==> config.mk <==
export PLATFORM = sky130hd
export DESIGN_NAME = serial_frame_tx_flat
export DESIGN_NICKNAME = d
export VERILOG_FILES = /design/src/rtl/serial_frame_tx_if.sv /design/src/rtl/serial_frame_tx.sv /design/src/flat_wrapper.sv
export SDC_FILE = /design/constraint.sdc
export NUM_CORES = 1
export LEC_CHECK = 0
export CORE_MARGIN = 3
export CORE_UTILIZATION = 48
export CTS_CLUSTER_SIZE = 24
export DETAILED_ROUTE_END_ITERATION = 8
export GPL_TIMING_DRIVEN = 1
export PLACE_DENSITY = 0.75
export SKIP_LAST_GASP = 1
export SYNTH_ARGS = -nofsm -noshare
export SYNTH_HDL_FRONTEND = slang
export SYNTH_SLANG_ARGS = --single-unit
==> constraint.sdc <==
create_clock -name clk -period 1.7 [get_ports clk]
set_clock_uncertainty 0.05 [all_clocks]
set_input_delay 0.255 -clock clk [delete_from_list [all_inputs] [get_ports clk]]
set_output_delay 0.255 -clock clk [all_outputs]
set_load 0.01 [all_outputs]
==> src/rtl/serial_frame_tx_if.sv <==
// Handshake and serial-line bundle for serial_frame_tx.
// The master drives the word and load; the slave returns the status and the line.
interface serial_frame_tx_if #(
  parameter int WIDTH = 8
);
  logic [WIDTH-1:0] data_in;
  logic             load;
  logic             ready;
  logic             busy;
  logic             done;
  logic             d_out;

  modport master (
    output data_in, load,
    input  ready, busy, done, d_out
  );

  modport slave (
    input  data_in, load,
    output ready, busy, done, d_out
  );
endinterface

==> src/rtl/serial_frame_tx.sv <==
// Framed parallel-to-serial transmitter: start bit, LSB-first data, optional parity, stop bit.
// Every output is registered, so the line changes on the same edge that accepts a load.
module serial_frame_tx #(
  parameter int WIDTH      = 8,
  parameter int DIV        = 4,
  parameter int PARITY_EN  = 1,
  parameter int PARITY_ODD = 0
) (
  input  logic              clk,
  input  logic              rst,
  serial_frame_tx_if.slave  bus
);
  localparam int DIV_W = (DIV > 1) ? $clog2(DIV) : 1;
  localparam int BIT_W = (WIDTH > 1) ? $clog2(WIDTH) : 1;

  localparam logic [2:0] ST_IDLE   = 3'd0;
  localparam logic [2:0] ST_START  = 3'd1;
  localparam logic [2:0] ST_DATA   = 3'd2;
  localparam logic [2:0] ST_PARITY = 3'd3;
  localparam logic [2:0] ST_STOP   = 3'd4;

  logic [2:0]       state_reg, state_next;
  logic [DIV_W-1:0] div_cnt_reg, div_cnt_next;
  logic [BIT_W-1:0] bit_cnt_reg, bit_cnt_next;
  logic [WIDTH-1:0] shift_reg, shift_next;
  logic             parity_reg, parity_next;
  logic             d_out_reg, d_out_next;
  logic             ready_reg, ready_next;
  logic             busy_reg, busy_next;
  logic             done_reg, done_next;

  logic [WIDTH:0]   par_chain;
  logic [WIDTH-1:0] shifted;
  logic             bit_end;
  logic             last_bit;

  // Parity chain seeded with the odd/even selector so the result is the final bit directly.
  assign par_chain[0] = (PARITY_ODD != 0);
  generate
    for (genvar gi = 0; gi < WIDTH; gi++) begin : g_parity
      assign par_chain[gi+1] = par_chain[gi] ^ bus.data_in[gi];
    end
  endgenerate

  assign shifted  = shift_reg >> 1;
  assign bit_end  = (div_cnt_reg == DIV_W'(DIV - 1));
  assign last_bit = (bit_cnt_reg == BIT_W'(WIDTH - 1));

  always_comb begin
    state_next   = state_reg;
    div_cnt_next = div_cnt_reg;
    bit_cnt_next = bit_cnt_reg;
    shift_next   = shift_reg;
    parity_next  = parity_reg;
    d_out_next   = d_out_reg;
    ready_next   = ready_reg;
    busy_next    = busy_reg;
    done_next    = 1'b0;

    if (state_reg != ST_IDLE) begin
      div_cnt_next = bit_end ? '0 : div_cnt_reg + DIV_W'(1);
    end

    case (state_reg)
      ST_IDLE: begin
        if (bus.load) begin
          shift_next   = bus.data_in;
          parity_next  = par_chain[WIDTH];
          state_next   = ST_START;
          d_out_next   = 1'b0;
          ready_next   = 1'b0;
          busy_next    = 1'b1;
          div_cnt_next = '0;
          bit_cnt_next = '0;
        end
      end
      ST_START: begin
        if (bit_end) begin
          state_next = ST_DATA;
          d_out_next = shift_reg[0];
        end
      end
      ST_DATA: begin
        if (bit_end) begin
          if (!last_bit) begin
            shift_next   = shifted;
            d_out_next   = shifted[0];
            bit_cnt_next = bit_cnt_reg + BIT_W'(1);
          end else if (PARITY_EN != 0) begin
            state_next = ST_PARITY;
            d_out_next = parity_reg;
          end else begin
            state_next = ST_STOP;
            d_out_next = 1'b1;
          end
        end
      end
      ST_PARITY: begin
        if (bit_end) begin
          state_next = ST_STOP;
          d_out_next = 1'b1;
        end
      end
      ST_STOP: begin
        if (bit_end) begin
          state_next = ST_IDLE;
          d_out_next = 1'b1;
          ready_next = 1'b1;
          busy_next  = 1'b0;
          done_next  = 1'b1;
        end
      end
      default: begin
        state_next = ST_IDLE;
        d_out_next = 1'b1;
        ready_next = 1'b1;
        busy_next  = 1'b0;
      end
    endcase
  end

  always_ff @(posedge clk) begin
    if (!rst) begin
      state_reg   <= ST_IDLE;
      div_cnt_reg <= '0;
      bit_cnt_reg <= '0;
      shift_reg   <= '0;
      parity_reg  <= 1'b0;
      d_out_reg   <= 1'b1;
      ready_reg   <= 1'b1;
      busy_reg    <= 1'b0;
      done_reg    <= 1'b0;
    end else begin
      state_reg   <= state_next;
      div_cnt_reg <= div_cnt_next;
      bit_cnt_reg <= bit_cnt_next;
      shift_reg   <= shift_next;
      parity_reg  <= parity_next;
      d_out_reg   <= d_out_next;
      ready_reg   <= ready_next;
      busy_reg    <= busy_next;
      done_reg    <= done_next;
    end
  end

  assign bus.d_out = d_out_reg;
  assign bus.ready = ready_reg;
  assign bus.busy  = busy_reg;
  assign bus.done  = done_reg;
endmodule

==> src/flat_wrapper.sv <==
// flat-port wrapper written by rule: the top's interface ports become plain ports
module serial_frame_tx_flat 
#(
  parameter int WIDTH      = 8,
  parameter int DIV        = 4,
  parameter int PARITY_EN  = 1,
  parameter int PARITY_ODD = 0
)
  (clk, rst, bus_data_in, bus_load, bus_ready, bus_busy, bus_done, bus_d_out);
  serial_frame_tx_if #(.WIDTH(WIDTH)) bus_i ();
  input  logic clk;
  input  logic rst;
  input wire logic [$bits(bus_i.data_in)-1:0] bus_data_in;
  input wire logic [$bits(bus_i.load)-1:0] bus_load;
  output wire logic [$bits(bus_i.ready)-1:0] bus_ready;
  output wire logic [$bits(bus_i.busy)-1:0] bus_busy;
  output wire logic [$bits(bus_i.done)-1:0] bus_done;
  output wire logic [$bits(bus_i.d_out)-1:0] bus_d_out;
  assign bus_i.data_in = bus_data_in;
  assign bus_i.load = bus_load;
  assign bus_ready = bus_i.ready;
  assign bus_busy = bus_i.busy;
  assign bus_done = bus_i.done;
  assign bus_d_out = bus_i.d_out;
  serial_frame_tx #(.WIDTH(WIDTH), .DIV(DIV), .PARITY_EN(PARITY_EN), .PARITY_ODD(PARITY_ODD)) u_core (.clk(clk), .rst(rst), .bus(bus_i));
endmodule
Yosys cells after proc, flatten, opt, wreduce, memory -nomap -nowiden

Index checks and enable logic that the tools add are counted.

Input bits: 11
Flip-flop bits (word level): 21
Output and inout port bits: 4

Eq/ne operators: 14
Reductions and logical operators: 11
Bitwise operators: 8
$add $sub $neg: 2
Mux-type cells: 30

Operator list:

| operator                                      | count |
|---|---|
| 2-to-1 mux 3 bit                              | 9 |
| 2-to-1 mux 8 bit                              | 3 |
| case mux 8 bit (2 select lines)               | 1 |
| case mux 3 bit (5 select lines)               | 1 |
| != test 2 x 1 -> 1 bit, second input constant | 6 |
| 2-to-1 mux 1 bit                              | 8 |
| 2-to-1 mux 2 bit                              | 4 |
| AND reduction 4 bit                           | 2 |
| bitwise XOR 1 bit                             | 7 |
| == test 3 x 2 -> 1 bit, second input constant | 2 |
| == test 3 bit, second input constant          | 2 |
| case mux 1 bit (3 select lines)               | 2 |
| case mux 3 bit (2 select lines)               | 1 |
| AND reduction 6 bit                           | 1 |
| != test 2 bit, second input constant          | 2 |
| case mux 1 bit (4 select lines)               | 1 |
| AND reduction 2 bit                           | 2 |
| adder 3 x 1 -> 3 bit, second input constant   | 1 |
| == test 3 x 1 -> 1 bit, second input constant | 1 |
| logical NOT 3 bit                             | 1 |
| AND reduction 3 bit                           | 1 |
| nonzero test 3 bit                            | 1 |
| OR reduction 3 bit                            | 1 |
| adder 2 x 1 -> 2 bit, second input constant   | 1 |
| 4 further kinds                               | 4 |

Longest topological paths before layout

Gate-level depths: netlist of run 1.

Word-level depth: 7
Mapped depth: 7

Least setup slack after synthesis of run 1

Ideal clock, no wire load.

Kind: register to register
Start: register u_core.bit_cnt_reg[0]
End: register u_core.shift_reg[1]
Data required time: 1,534 ps
Stages on the path, launching flop included: 8
Period minus slack after synthesis: 1,640 ps
Setup time: 116 ps
Slack: 60 ps
Data arrival time: 1,473 ps
Cells stage by stage: dfxtp_1 ha_1 ha_1 nand3b_1 a211oi_2 buf_4 nand2_1 o211a_1

Longest elaborated chain between the ends: 3

Ends and longest elaborated chain:

| element                              | RTL line               | source |
|---|---|---|
| start: declaration                   | serial_frame_tx.sv:24  | `logic [BIT_W-1:0] bit_cnt_reg, bit_cnt_next;` |
| start signal: assignment             | serial_frame_tx.sv:136 | `bit_cnt_reg <= bit_cnt_next;` |
| == test 3 bit                        | serial_frame_tx.sv:47  | `assign last_bit = (bit_cnt_reg == BIT_W'(WIDTH - 1));` |
| != test 2 bit (no source line)       | -                      |  |
| AND reduction 4 bit (no source line) | -                      |  |
| end signal: assignment               | serial_frame_tx.sv:137 | `shift_reg <= shift_next;` |
| end: declaration                     | serial_frame_tx.sv:25  | `logic [WIDTH-1:0] shift_reg, shift_next;` |

Every way passes these cells.
A chain may end at the register's enable or synchronous reset.

Worst setup path in the final report of run 1

Start: register u_core.bit_cnt_reg[1]
End: register u_core.bit_cnt_reg[1]

Longest elaborated chain between the ends: 4
Elaborated cells between the ends (all ways): 7

Ends and longest elaborated chain:

| element                         | RTL line              | source |
|---|---|---|
| adder 3 x 1 -> 3 bit            | serial_frame_tx.sv:88 | `bit_cnt_next = bit_cnt_reg + BIT_W'(1);` |
| 2-to-1 mux 3 bit                | serial_frame_tx.sv:85 | `if (!last_bit) begin` |
| 2-to-1 mux 3 bit                | serial_frame_tx.sv:84 | `if (bit_end) begin` |
| case mux 3 bit (2 select lines) | serial_frame_tx.sv:64 | `case (state_reg)` |

Several ways; a longest one is shown, not always the timed one. The select of a mux whose other input is x is not followed.

==> summary.md, run 1 <==
| Metric | Value |
|---|---|
| Outcome | `finished, violations left` |
| Failing checks | `setup timing` |
| Peak VDD IR | `0.4411 mV` |
| Post-synthesis cell count | `118` |
| Post-synthesis area per instance | `9.702 sq um` |
| YS warnings | `0` |
| Slew at the pin closest to its max-slew limit | `404.8 ps` |
| Crit path from | `u_core.bit_cnt_reg[1]$_SDFFE_PN0P_` |
| Pre-Repair DR Iteration Count | `4` |
| Final Hold Fails | `0` |
| Hold path depth | `2` |
| Hold Buf Count CTS | `0` |
| PD cells | `701.1 nW/um^2` |
| Core Box Area | `2233 sq um` |
| Static Leak | `0.0006146 uW` |
| Overall routing resource usage | `17.07%` |
| Max Freq | `582.3 MHz` |
| Pre-CTS setup slack | `-29.42 ps` |
| Post-synthesis net count | `132` |
| Die Y | `54.84 microns` |
| Pin count of the biggest net entering global routing | `22` |
| Clock-pin transition on the worst setup and hold timing paths | `120 ps` |
| Final ANT Viol Nets | `0` |
| EDFF count, synth | `0` |
| HP Class | `flop to flop` |
| CP endpoint kind | `flop` |
| Crit path DAT | `1890 ps` |
| Number of I/O port buffers | `14` |
| Largest delay share family, worst path | `flip-flops` |
| CP Data Required Time | `1870 ps` |
| Antenna fix cells | `0` |
| Final estimated routing congestion in global placement | `0.7984` |
| RSZ-0062 raised after global routing | `true` |
| Commonest non-fill, non-tap cell in the layout | `dfxtp_1` |
| R2R setup slack | `-20 ps` |
| Die Width | `54.84 microns` |
| Critical-path top delay cell | `dfxtp_2` |
| Vias post-DR | `925` |
| Relative slew margins | `72.97%` |
| Final Power | `1047 uW` |
| Seq/Total Area, Yosys | `36.72%` |
| Fraction of layout cells with a size suffix above 1 | `25.35%` |
| Fin nets | `157` |
| Clk sinks | `21` |
| Routed len/inst | `13.95 microns` |
| Final min period | `1717 ps` |
| Yosys top cell area share | `36.72%` |
| Commonest non-fill, non-tap cells in the layout | `19 x dfxtp_1, 14 x clkdlybuf4s50_1, 11 x buf_4` |
| Critical path's most frequent cell | `ha_4` |
| Fraction of registers with async set/reset | `0%` |
| Crit Path Max Fanout | `10` |
| Beginning of the worst hold path | `u_core.shift_reg[7]$_SDFFE_PN0P_` |
| Critical path class | `flop to flop` |
| FF+latch count, synth | `21` |
| Initial DRC Count | `7` |
| Clock Latency Late Sink | `310 ps` |
| Pins Over Slew Limit | `0` |
| Num rows | `17` |
| Main synth FF type | `dfxtp_1` |
| Crit path cell chain | `ha_4, ha_4, nand3b_1, a211oi_4, buf_6, clkbuf_16, nand2b_1, a21boi_2` |
| Ports | `15` |
| PnR worst setup slack | `-17.23 ps` |
| DIE AREA | `3007 sq um` |
| Grt ovf | `0` |
| Synth area leaders | `dfxtp_1 37%, mux2i_1 7.0%, o211a_1 6.1%` |
| R2r endpoint | `u_core.bit_cnt_reg[1]$_SDFFE_PN0P_` |
| DRC errors left | `0` |
| Largest register FFs | `8` |
| Vias per inst | `5.441` |
| Clock root cell | `clkbuf_4` |
| Period utilization | `101.0%` |
| Vias in the first global route | `841` |
| CTS Buf Count | `3` |
| Worst path bufs/invs | `2` |
| Post-Route WL | `2372 microns` |
| Area grow syn2layout | `30.38%` |
| Post-DP HPWL | `1682 microns` |
| Worst Hold Endpoint | `u_core.shift_reg[7]$_SDFFE_PN0P_` |
| CTS max path bufs | `2` |
| Synthesized area | `1145 sq um` |
| # Max-Cap Violations | `0` |
| CTS H-tree depth | `1` |
| Yosys top cell by area | `dfxtp_1` |
| Initial antenna violation count | `0` |
| CTS tree | `done` |
| Initial Util | `51.26%` |
| Worst R2R Path Depth | `8` |
| Worst setup SP type | `flop` |
| Yosys cell types | `38` |
| Setup TNS | `-18.53 ps` |
| Setup-failing EPs final | `2` |
| Max stage delay on crit path | `350 ps` |
| Reg-to-reg startpoint | `u_core.bit_cnt_reg[1]$_SDFFE_PN0P_` |
| First-pass GRT wire length | `3650 microns` |
[cells by family (layout without fill, tap and decap cells)]
family          after synthesis  after routing  synth area share, %
xor+xnor                      8              8                6.120
mux                           9              9                7.978
compound gates               27             27                19.23
fa+ha+maj                     3              3                3.279
flops                        21             21                36.72
simple gates                 39             39                20.22
buf+inv                      11             35                6.448
[cell usage after synthesis (2+ instances only)]
cell type and n:
a31oi_1 2, inv_1 2, mux2i_1 8, ha_1 3, o211a_1 7, nand2_1 14, buf_2 2, xnor2_1 7
nor2_1 2, dfxtp_1 21, nand3_2 2, buf_4 2, nand2b_1 5, a21oi_1 3, nand3b_1 2, buf_6 3
and2_1 2, a21boi_2 2, nor3_1 2, o21ai_1 2, clkbuf_1 2, a21boi_1 3, o21ai_0 3, nor2b_1 3
[per-layer routing]
layer  up-vias  wire length (microns)  track usage [%]  share of wire, %
met3         7                     67            2.725               2.8
met4         0                     89            9.959               3.8
li1        463                      -                -                 -
met1       436                   1001            19.64                42
met2        19                   1213            29.33                51
met5         -                      0                0                 0
[cell type report]
type / count / area, sq um
clock buffer: 4 / 26.28
timing repair buffer: 29 / 304.0
sequential: 21 / 422.9
fill: 177 / 740.7
multi-input combinational: 86 / 696.9
inverter: 2 / 7.507
tap: 28 / 35.03
[tightest hold or removal path, cell delays in order, from the launching register on]
cell	delay, ps
dfxtp_1	330
nand2b_1	60
a21boi_1	50
[power breakdown]
| part | internal, uW | switching, uW | total, uW |
|---|---|---|---|
| clock network | 91.9 | 158 | 250 |
| registers | 526 | 22.9 | 549 |
| logic | 145 | 103 | 248 |
| total | 762 | 284 | 1050 |
[per-stage QoR]
step                      std cells  util, %  instance area [sq um]  hold WS (ps)
after floorplan                 118        -                   1145         344.2
after global placement          163    60.73                   1356         406.9
after detailed placement        163    60.73                   1356         417.6
after CTS                       167    61.90                   1383         436.5
after global routing            170    66.83                   1493         464.7
final                           170    66.83                   1493         432.8
[worst max-delay path by stage]
| stage | slack (ps) | depth (start not counted) | endpoint |
|---|---|---|---|
| 2_1_floorplan | 60 | 7 | u_core.shift_reg[1]$_SDFFE_PN0P_ |
| 3_3_place_gp | 60 | 7 | u_core.bit_cnt_reg[2]$_SDFFE_PN0P_ |
| 3_5_place_dp | -30 | 7 | u_core.shift_reg[4]$_SDFFE_PN0P_ |
| 4_1_cts | -20 | 7 | u_core.shift_reg[1]$_SDFFE_PN0P_ |
| 5_1_grt | -110 | 8 | u_core.bit_cnt_reg[1]$_SDFFE_PN0P_ |
| 6_report | -20 | 8 | u_core.bit_cnt_reg[1]$_SDFFE_PN0P_ |
[repair_timing]
item / CTS / global route
gates cloned: 0 / 2
resized for setup: 0 / 13
endpoints found under the setup margin: 11 / 12
pin swaps: 1 / 4
buffers inserted: 0 / 2
(Power assumes the default switching activity.)
==> inputs of run 2 (changes only) <==
- PLACE_DENSITY: 0.75 -> not set
- PLACE_DENSITY_LB_ADDON: not set -> 0.3
==> summary.md, run 2 (synthesis results as in run 1) <==
| Metric | Value |
|---|---|
| Slew at the pin closest to its max-slew limit | `291.1 ps (was 404.8 ps)` |
| Hold Buf Count CTS | `0 (unchanged)` |
| CTS resizes | `0 (unchanged)` |
| Vias in the first global route | `825 (was 841)` |
| Hold WS | `437.3 ps (was 432.8 ps)` |
| Pre-Repair DR Iteration Count | `4 (unchanged)` |
| Clock-pin transition on the worst setup and hold timing paths | `120 ps (about the same)` |
| Clock root cell | `clkbuf_4 (unchanged)` |
| Critical-path top delay cell | `dfxtp_1 (was dfxtp_2)` |
| Period utilization | `99.01% (was 101.0%)` |
| Final estimated routing congestion in global placement | `0.7505 (was 0.7984)` |
| Clock Latency Late Sink | `310 ps (about the same)` |
| CTS tree | `done (unchanged)` |
| Antenna fix cells | `0 (unchanged)` |
| Non-filler cells, final | `165 (was 170)` |
| Routed len/inst | `12.56 microns (was 13.95 microns)` |
| Ports | `15 (unchanged)` |
| Reg-to-reg startpoint | `u_core.bit_cnt_reg[0]$_SDFFE_PN0P_ (was u_core.bit_cnt_reg[1]$_SDFFE_PN0P_)` |
| Pin count of the biggest net entering global routing | `22 (unchanged)` |
| Register Area | `420.4 sq um (was 422.9 sq um)` |
| CTS Buf Count | `3 (unchanged)` |
| # fillers | `208 (was 177)` |
| Vias per inst | `5.285 (was 5.441)` |
| Beginning of the worst hold path | `u_core.bit_cnt_reg[1]$_SDFFE_PN0P_ (was u_core.shift_reg[7]$_SDFFE_PN0P_)` |
| First-pass GRT wire length | `3429 microns (was 3650 microns)` |
| Outcome | `finished, final reports clean (was finished, violations left)` |
| Core Box Area | `2233 sq um (unchanged)` |
| Critical path class | `flop to flop (unchanged)` |
| PnR worst setup slack | `16.89 ps (was -17.23 ps)` |
| Worst path bufs/invs | `1 (was 2)` |
| Die Width | `54.84 microns (unchanged)` |
| PD cells | `729.4 nW/um^2 (was 701.1 nW/um^2)` |
| Crit Path Max Fanout | `21 (was 10)` |
| Area grow syn2layout | `19.56% (was 30.38%)` |
| Fraction of layout cells with a size suffix above 1 | `17.52% (was 25.35%)` |
| Worst R2R Path Depth | `7 (was 8)` |
| Setup-failing EPs final | `0 (was 2)` |
| HP Class | `flop to flop (unchanged)` |
| CTS max path bufs | `2 (unchanged)` |
| # Max-Cap Violations | `0 (unchanged)` |
| Worst setup SP type | `flop (unchanged)` |
| Number of I/O port buffers | `14 (unchanged)` |
| Largest register FFs | `8 (unchanged)` |
| Relative slew margins | `80.47% (was 72.97%)` |
| Grt ovf | `0 (unchanged)` |
| Worst Hold Endpoint | `u_core.bit_cnt_reg[1]$_SDFFE_PN0P_ (was u_core.shift_reg[7]$_SDFFE_PN0P_)` |
| Dpl cells | `161 (was 163)` |
| Met3 Use GR | `3.270% (was 2.725%)` |
| Fin nets | `152 (was 157)` |
| Max stage delay on crit path | `340 ps (was 350 ps)` |
| R2R setup slack | `20 ps (was -20 ps)` |
| CP Data Required Time | `1890 ps (was 1870 ps)` |
| Peak VDD IR | `0.5886 mV (was 0.4411 mV)` |
| Post-DP HPWL | `1508 microns (was 1682 microns)` |
| Initial Util | `51.26% (unchanged)` |
| Pre-CTS setup slack | `-0.1241 ps (was -29.42 ps)` |
| Final core occ | `61.29% (was 66.83%)` |
| Post-Route WL | `2072 microns (was 2372 microns)` |
| Setup TNS | `0 ps (was -18.53 ps)` |
| Grt met2 use | `25.98% (was 29.33%)` |
| Crit path cell chain | `ha_1, ha_1, nand3b_1, a211oi_2, buf_12, nand3b_1, a21boi_1 (was ha_4, ha_4, nand3b_1, a211oi_4, buf_6, clkbuf_16, nand2b_1, a21boi_2)` |
| Setup Buffers After CTS | `0 (unchanged)` |
| Die Y | `54.84 microns (unchanged)` |
| Initial DRC Count | `7 (unchanged)` |
| Vias post-DR | `872 (was 925)` |
| Num rows | `17 (unchanged)` |
| R2r endpoint | `u_core.bit_cnt_reg[0]$_SDFFE_PN0P_ (was u_core.bit_cnt_reg[1]$_SDFFE_PN0P_)` |
| Hold path depth | `2 (unchanged)` |
| DIE AREA | `3007 sq um (unchanged)` |
| Final ANT Viol Nets | `0 (unchanged)` |
| Final Hold Fails | `0 (unchanged)` |
| Met1 Use GR | `20.00% (was 19.64%)` |
| Clk sinks | `21 (unchanged)` |
| DRC errors left | `0 (unchanged)` |
| Final min period | `1683 ps (was 1717 ps)` |
| Pins Over Slew Limit | `0 (unchanged)` |
| Most used routing layer | `met2 (unchanged)` |
| Overall routing resource usage | `15.72% (was 17.07%)` |
| Area of the multi-input gates | `650.6 sq um (was 696.9 sq um)` |
| CP endpoint kind | `flop (unchanged)` |
| Commonest non-fill, non-tap cells in the layout | `21 x dfxtp_1, 14 x nand2_1, 14 x clkdlybuf4s50_1 (was 19 x dfxtp_1, 14 x clkdlybuf4s50_1, 11 x buf_4)` |
| Largest delay share family, worst path | `compound AO/OA/AOI/OAI gates (was flip-flops)` |
| Initial antenna violation count | `0 (unchanged)` |
| Commonest non-fill, non-tap cell in the layout | `dfxtp_1 (unchanged)` |
| CTS H-tree depth | `1 (unchanged)` |
| RSZ-0062 raised after global routing | `true (unchanged)` |
| Static Leak | `0.0005760 uW (was 0.0006146 uW)` |
| Max Freq | `594.1 MHz (was 582.3 MHz)` |
| Crit path DAT | `1870 ps (was 1890 ps)` |
## run 2: per-stage QoR
| step | instance area, sq um | power, uW |
|---|---|---|
| finish | 1369 | 998.3 |
| global route | 1369 | 1046 |
| CTS | 1369 | 1010 |
| detailed placement | 1341 | 766.6 |
| global placement | 1341 | 758.8 |
| floorplan | 1145 | 687.8 |
## run 2: how the worst max path moves through the flow
stage / startpoint / end / slack, ps / cells after the start
final: u_core.bit_cnt_reg[0]$_SDFFE_PN0P_ / u_core.bit_cnt_reg[0]$_SDFFE_PN0P_ / 20 / 7
after global routing: u_core.bit_cnt_reg[0]$_SDFFE_PN0P_ / u_core.bit_cnt_reg[0]$_SDFFE_PN0P_ / -100 / 7
after CTS: u_core.bit_cnt_reg[0]$_SDFFE_PN0P_ / u_core.bit_cnt_reg[0]$_SDFFE_PN0P_ / 4 / 7
after detailed placement: u_core.bit_cnt_reg[0]$_SDFFE_PN0P_ / u_core.bit_cnt_reg[0]$_SDFFE_PN0P_ / -0.1 / 7
after global placement: u_core.bit_cnt_reg[0]$_SDFFE_PN0P_ / u_core.shift_reg[4]$_SDFFE_PN0P_ / 60 / 7
after floorplan: u_core.bit_cnt_reg[0]$_SDFFE_PN0P_ / u_core.shift_reg[1]$_SDFFE_PN0P_ / 60 / 7
## run 2: repair_timing
| action | CTS | global route |
|---|---|---|
| setup endpoints to repair | 6 | 11 |
| hold endpoints to repair | 0 | 0 |
| pin swaps | 1 | 0 |
## run 2: area by class of cell
class	count	share of cell area, %
repair buffers	24	16.64
inverters	2	0.5484
multi-input cells	86	47.53
well taps	28	2.559
clock inverters	1	0.3656
flip-flops and latches	21	30.71
clock buffers	3	1.645
## run 2: power by group
group / total [uW] / internal [uW] / switching, uW
combinational: 208 / 118 / 89.8
sequential: 548 / 526 / 22.3
clock: 243 / 87.8 / 155
## run 2: tightest hold or removal path, cell delays in order, from the launching register on
cell	delay (ps)
dfxtp_1	330
nand2b_1	80
a21boi_2	50
## run 2: layer usage
metal / vias to the layer above / wire length, microns / part of all wire [%]
li1: 452 / - / -
met1: 406 / 1041 / 50
met2: 10 / 964 / 47
met3: 4 / 39 / 1.9
met4: 0 / 26 / 1.3
met5: - / 0 / 0
==> inputs of run 3 (changes only) <==
- CAP_MARGIN: not set -> 10
- GPL_ROUTABILITY_DRIVEN: not set -> 0
==> results of run 3 <==
The final DEF is identical to that of run 2; final timing and power are the same.
